==> src/rtl/udp_package.sv <==
// ---------------------------------------------------------------------------
// udp_package
// Shared definitions for the UDP fragment dispatcher slice.
//   BYTE_W / ID_W / COUNT_W : widths of the payload byte, the packet
//                             identifier and the two statistics counters.
//   state_t                 : dispatcher FSM states.
//   indexWidth()            : width of a slot index for a given slot count,
//                             never less than one bit so a one-slot build
//                             still has a legal index vector.
// ---------------------------------------------------------------------------
package udp_package;

   localparam int BYTE_W  = 8;
   localparam int ID_W    = 16;
   localparam int COUNT_W = 16;

   typedef enum logic [1:0] {
      S_IDLE  = 2'd0,
      S_ROUTE = 2'd1,
      S_DROP  = 2'd2
   } state_t;

   function automatic int indexWidth(input int slots);
      return (slots > 1) ? $clog2(slots) : 1;
   endfunction

endpackage

==> src/rtl/udp_slot_priority_select.sv <==
// ---------------------------------------------------------------------------
// udp_slot_priority_select
// Combinational lowest-index first-one finder.
//   request : one bit per slot, 1 = slot may be chosen
//   index   : index of the lowest set request bit (0 when none is set)
//   found   : 1 when at least one request bit is set
// ---------------------------------------------------------------------------
module udp_slot_priority_select #(
   parameter int WIDTH   = 4,
   parameter int INDEX_W = 2
) (
   input  logic [WIDTH-1:0]   request,
   output logic [INDEX_W-1:0] index,
   output logic               found
);

   // Scan from the top down so the last hit written is the lowest index.
   always_comb begin
      index = '0;
      found = 1'b0;
      for (int i = WIDTH - 1; i >= 0; i--) begin
         if (request[i]) begin
            index = INDEX_W'(i);
            found = 1'b1;
         end
      end
   end

endmodule

==> src/rtl/udp_fragment_dispatcher.sv <==
// ---------------------------------------------------------------------------
// udp_fragment_dispatcher
// Routes each incoming packet to the lowest-index free downstream slot, or
// drops it when no slot is free. Every output is registered, so the slot_*
// strobes follow the input byte by exactly one cycle.
//   clock                : sole clock, rising edge
//   reset_n              : synchronous active-low reset
//   data / data_enable   : upstream payload byte and its valid
//   data_last            : final byte of a packet (only with data_enable)
//   fragment_id          : packet identifier, stable for the packet
//   slot_ready           : per-slot ready
//   slot_data            : byte broadcast to all slots
//   slot_fragment_id     : identifier broadcast to all slots
//   slot_data_enable     : one-hot write strobe
//   slot_data_last       : one-hot last strobe
//   packet_count         : packets routed (wraps)
//   dropped_packet_count : packets discarded (wraps)
// ---------------------------------------------------------------------------
module udp_fragment_dispatcher
   import udp_package::*;
#(
   parameter int SLOT_COUNT = 4
) (
   input  logic                  clock,
   input  logic                  reset_n,
   input  logic [BYTE_W-1:0]     data,
   input  logic                  data_enable,
   input  logic                  data_last,
   input  logic [ID_W-1:0]       fragment_id,
   input  logic [SLOT_COUNT-1:0] slot_ready,
   output logic [BYTE_W-1:0]     slot_data,
   output logic [ID_W-1:0]       slot_fragment_id,
   output logic [SLOT_COUNT-1:0] slot_data_enable,
   output logic [SLOT_COUNT-1:0] slot_data_last,
   output logic [COUNT_W-1:0]    packet_count,
   output logic [COUNT_W-1:0]    dropped_packet_count
);

   localparam int INDEX_W = indexWidth(SLOT_COUNT);

   state_t                state_q, state_d;
   logic [INDEX_W-1:0]    slotIndex_q, slotIndex_d;
   logic [SLOT_COUNT-1:0] reservation_q, reservation_d;
   logic [BYTE_W-1:0]     slotData_q, slotData_d;
   logic [ID_W-1:0]       slotFragmentId_q, slotFragmentId_d;
   logic [SLOT_COUNT-1:0] slotDataEnable_q, slotDataEnable_d;
   logic [SLOT_COUNT-1:0] slotDataLast_q, slotDataLast_d;
   logic [COUNT_W-1:0]    packetCount_q, packetCount_d;
   logic [COUNT_W-1:0]    droppedCount_q, droppedCount_d;

   logic [SLOT_COUNT-1:0] candidates;
   logic [INDEX_W-1:0]    selIndex;
   logic                  selFound;

   // A reserved slot is skipped even if it still reports ready: its ready
   // output lags by a register, so it cannot yet reflect the packet we sent.
   assign candidates = slot_ready & ~reservation_q;

   udp_slot_priority_select #(
      .WIDTH   (SLOT_COUNT),
      .INDEX_W (INDEX_W)
   ) u_select (
      .request (candidates),
      .index   (selIndex),
      .found   (selFound)
   );

   // Next-state logic. Strobes default to 0 so they last one cycle only.
   // The reservation clear is applied before the set, so a slot selected
   // in the same cycle its ready reads 0 stays reserved.
   always_comb begin
      state_d          = state_q;
      slotIndex_d      = slotIndex_q;
      reservation_d    = reservation_q & slot_ready;
      slotData_d       = slotData_q;
      slotFragmentId_d = slotFragmentId_q;
      slotDataEnable_d = '0;
      slotDataLast_d   = '0;
      packetCount_d    = packetCount_q;
      droppedCount_d   = droppedCount_q;

      if (data_enable) begin
         slotData_d       = data;
         slotFragmentId_d = fragment_id;
         case (state_q)
            S_IDLE: begin
               if (selFound) begin
                  slotDataEnable_d[selIndex] = 1'b1;
                  slotDataLast_d[selIndex]   = data_last;
                  reservation_d[selIndex]    = 1'b1;
                  packetCount_d              = packetCount_q + COUNT_W'(1);
                  slotIndex_d                = selIndex;
                  if (!data_last) begin
                     state_d = S_ROUTE;
                  end
               end else begin
                  droppedCount_d = droppedCount_q + COUNT_W'(1);
                  if (!data_last) begin
                     state_d = S_DROP;
                  end
               end
            end
            S_ROUTE: begin
               slotDataEnable_d[slotIndex_q] = 1'b1;
               slotDataLast_d[slotIndex_q]   = data_last;
               if (data_last) begin
                  state_d = S_IDLE;
               end
            end
            S_DROP: begin
               if (data_last) begin
                  state_d = S_IDLE;
               end
            end
            default: begin
               state_d = S_IDLE;
            end
         endcase
      end
   end

   // State and output registers; reset abandons any packet in flight.
   always_ff @(posedge clock) begin
      if (!reset_n) begin
         state_q          <= S_IDLE;
         slotIndex_q      <= '0;
         reservation_q    <= '0;
         slotData_q       <= '0;
         slotFragmentId_q <= '0;
         slotDataEnable_q <= '0;
         slotDataLast_q   <= '0;
         packetCount_q    <= '0;
         droppedCount_q   <= '0;
      end else begin
         state_q          <= state_d;
         slotIndex_q      <= slotIndex_d;
         reservation_q    <= reservation_d;
         slotData_q       <= slotData_d;
         slotFragmentId_q <= slotFragmentId_d;
         slotDataEnable_q <= slotDataEnable_d;
         slotDataLast_q   <= slotDataLast_d;
         packetCount_q    <= packetCount_d;
         droppedCount_q   <= droppedCount_d;
      end
   end

   assign slot_data            = slotData_q;
   assign slot_fragment_id     = slotFragmentId_q;
   assign slot_data_enable     = slotDataEnable_q;
   assign slot_data_last       = slotDataLast_q;
   assign packet_count         = packetCount_q;
   assign dropped_packet_count = droppedCount_q;

endmodule

==> config.mk <==
export PLATFORM = sky130hd
export DESIGN_NAME = udp_fragment_dispatcher
export DESIGN_NICKNAME = d
export VERILOG_FILES = /design/src/rtl/udp_package.sv /design/src/rtl/udp_slot_priority_select.sv /design/src/rtl/udp_fragment_dispatcher.sv
export SDC_FILE = /design/constraint.sdc
export NUM_CORES = 1
export LEC_CHECK = 0
export ABC_AREA = 1
export CELL_PAD_IN_SITES_DETAIL_PLACEMENT = 1
export CELL_PAD_IN_SITES_GLOBAL_PLACEMENT = 1
export CORE_UTILIZATION = 29
export CTS_BUF_LIST = sky130_fd_sc_hd__clkbuf_2
export DETAILED_ROUTE_END_ITERATION = 16
export PLACE_DENSITY = 0.8
export SYNTH_ARGS = -nofsm -noshare
export SYNTH_HDL_FRONTEND = slang
export SYNTH_HIERARCHICAL = 1
export SYNTH_SLANG_ARGS = --single-unit
export TNS_END_PERCENT = 1
==> constraint.sdc <==
create_clock -name clock -period 3.2 [get_ports clock]
set_input_delay 0.48 -clock clock [delete_from_list [all_inputs] [get_ports clock]]
set_output_delay 0.48 -clock clock [all_outputs]
set_load 0.02 [all_outputs]
==> impl_metrics.yaml <==
critical_path:
  worstPathMaxFanout: 6
  crit_chain: "clkdlybuf4s50_1"
  worst_setup_path_start_kind: "register"
  reg2reg_slack_ns: 1.36
  worst-r2r-cell-count: 9
  crit_buf_inv: 1
  cpLargestDelayFamily: "buffers and inverters"
  arrival_ns: 1.63
  crit_required_ns: 2.72
  slowest_delay_ns: 0.65
  crit_path_end_kind: "primary output"
  cp_slowest_cell: "clkdlybuf4s50_1"
  worstSetupPathType: "register to primary output"
  timing.rr.end: "dropped_packet_count[14]$_SDFFE_PN0P_"
  cp.depth: 1
  r2r_start: "reservation_q[2]$_SDFF_PN0_"
power:
  irDropWorstVdd_mv: 0.225
  p_leak_uw: 0.00172
  pwr-share-seq_pct: 52.7
  power.density_nw_per_um2: 424
  clockPowerShare_pct: 32.2
  p_switching_uw: 499
  p_int_uw: 1320
  swShare_pct: 27.4
  combPwrFrac_pct: 15.2
layout:
  layout_commonest_cell: "nor2_1"
  seq_area_um2: 1440
  syn_to_final_growth_pct: 39.1
  final_core_util_pct: 41.6
  multi_input_area_um2: 1390
  layout-drive-gt1-share_pct: 4.78
  fillers: 1282
  num_antenna_cells: 0
  final_cell_mix: "nor2_1, clkdlybuf4s50_1, nand2_1"
  nets: 575
die:
  ioPinCount: 96
  fp.dieW_um: 105
  core_region_area_um2: 10300
  start_util_pct: 29.9
  rows: 37
  die_h_um: 105
  die_area_um2: 11100
synth:
  syn_inst: 443
  ys_warn_count: 6
  avgSynthCellArea_um2: 6.97
  synth_top_area_share_pct: 46.7
  synth_top_family_by_area: "simple AND/OR/NAND/NOR gates"
  synth_cell_types: 20
  yosys-top-cells-area: "dfxtp_1, nor2_1, nand2_1"
  yosysSeqAreaShare_pct: 46.7
  syn-num-nets: 479
  synth_adder_area_share_pct: 1.62
  yosys.area_share.xor_xnor_pct: 0.284
  yosys_register_bits: 72
  synth_compound_area_share_pct: 11.5
  netlist_area_um2: 3090
  synth_largest_area_cell: "dfxtp_1"
  muxShareOfSynthArea_pct: 0
  synth-simple-area-share_pct: 31.6
sta:
  slew_viol_final: 0
  min_period_over_period_pct: 66.0
  min_period_ns: 2.11
  fmax_mhz: 473
  worst_slew_pin_slew_ns: 0.741
  clock_skew_ns: 0.0248
  rsz0062_at_grt: "false"
  maxSlewHeadroom_pct: 50.6
  finalSetupViolCount: 0
  tns_ns: 0
  finalHoldViolations: 0
clock_tree:
  cts_tree: "done"
  cts.path.max_buffers: 2
  h-tree-depth: 3
  cts_made_buffers: 9
  insertion_delay_ns: 0.51
  postCtsHoldBufs: 0
  cts.sinks: 72
  post-cts-setup-buffers: 0
  clock-root-buffer: "clkbuf_2"
  clk_pin_slew_worst_paths_ns: 0.20
  cts_resized: 0
drt:
  wl_um: 8860
  vias: 3133
  firstDrtPassIters: 4
  ant_nets: 0
  detailedRoute.firstIterationViolations: 88
  drc: 0
  wl_per_cell_um: 13.0
  vias_per_cell: 4.61
hold_path:
  hold_path_class: "input pin to register"
  min_to: "dropped_packet_count[10]$_SDFFE_PN0P_"
  hp-start: "reset_n"
  min_path_cells: 3
global_route:
  first_global_vias: 3342
  grt-ovfl-total: 0
  antenna_found_initial: 0
  grt_util_all_layers_pct: 17.1
  grt_pass1_wl_um: 15200
  grt_max_degree: 34
flow_run:
  maxCapViolations: 0
place:
  dpl.hpwl_um: 6630
  place_congestion: 0.814
  portBuffers: 95
status:
  status: "finished clean"
## through the flow
| step | worst slack (ns) | area [µm²] | power (µW) | hold slack, ns | instances |
|---|---|---|---|---|---|
| 2_1_floorplan | 1.52 | 3090 | 1120 | 0.447 | 443 |
| 3_3_place_gp | 0.788 | 4170 | 1240 | 0.460 | 664 |
| 3_5_place_dp | 0.675 | 4170 | 1260 | 0.464 | 664 |
| 4_1_cts | 1.04 | 4300 | 1850 | 0.415 | 680 |
| 5_1_grt | 0.959 | 4300 | 1920 | 0.441 | 680 |
| 6_report | 1.09 | 4300 | 1820 | 0.451 | 680 |
## flip-flops by register name, summed over array words and instances, names as in the netlist
register	count
dropped_packet_count	16
packet_count	16
reservation_q	4
slotIndex_q	2
slot_data	8
slot_data_enable	4
slot_data_last	4
slot_fragment_id	16
state_q	2
## worst min-delay path, cell delays in order
cell and delay (ns):
buf_2 0.28, nand2_1 0.14, nor2_1 0.03
## power by group through the flow
stage          Clock (µW)  Combinational, µW  Sequential (µW)
6_report              586                276              960
5_1_grt               644                306              966
4_1_cts               609                281              960
3_5_place_dp            0                279              978
3_3_place_gp            0                269              975
2_1_floorplan           0                112             1010
## how the worst max path moves through the flow
stage,start,end
2_1_floorplan,slot_ready[2],dropped_packet_count[7]$_SDFFE_PN0P_
3_3_place_gp,slot_ready[2],dropped_packet_count[14]$_SDFFE_PN0P_
3_5_place_dp,slot_ready[2],dropped_packet_count[5]$_SDFFE_PN0P_
4_1_cts,packet_count[6]$_SDFFE_PN0P_,packet_count[6]
5_1_grt,packet_count[2]$_SDFFE_PN0P_,packet_count[2]
6_report,packet_count[6]$_SDFFE_PN0P_,packet_count[6]
## layout make-up
class                   count  share of cell area [%]
clock buffers              12                    1.40
clock inverters             4                    1.60
inverters                  55                    4.80
multi-input cells         304                    32.3
flip-flops and latches     72                    33.5
well taps                 136                    3.96
repair buffers             97                    22.4
## logic make-up (layout without fill, tap and decap cells)
logic type,Yosys count,after routing
AND/OR/NAND/NOR,231,231
flip-flops,72,72
AO/OA/AOI/OAI,68,68
buffers and inverters,67,168
adder cells (fa/ha/maj),4,4
XOR/XNOR,1,1
## layer usage
layer	routed length, µm	part of all wire (%)	vias up	GRT usage [%]
li1	-	-	1588	-
met4	108	1.2	0	6.04
met3	705	8.0	8	7.24
met1	3850	43	1466	19.3
met5	0	0	-	0
met2	4200	47	71	28.8
## Yosys cell counts
library cell and instances:
a31oi_1 4, ha_1 4, nand2_1 84, buf_2 6, a21oi_2 1, nor3_1 11
nand3_1 21, nor2_4 5, clkbuf_1 6, inv_1 55, o21bai_1 1, a32oi_1 1
xor2_1 1, nand4_1 4, a21oi_1 17, nor2_1 104, dfxtp_1 72, o21ai_0 44
nand3_2 1, nand3_4 1
Note: power is estimated with default switching activity, not from simulation.
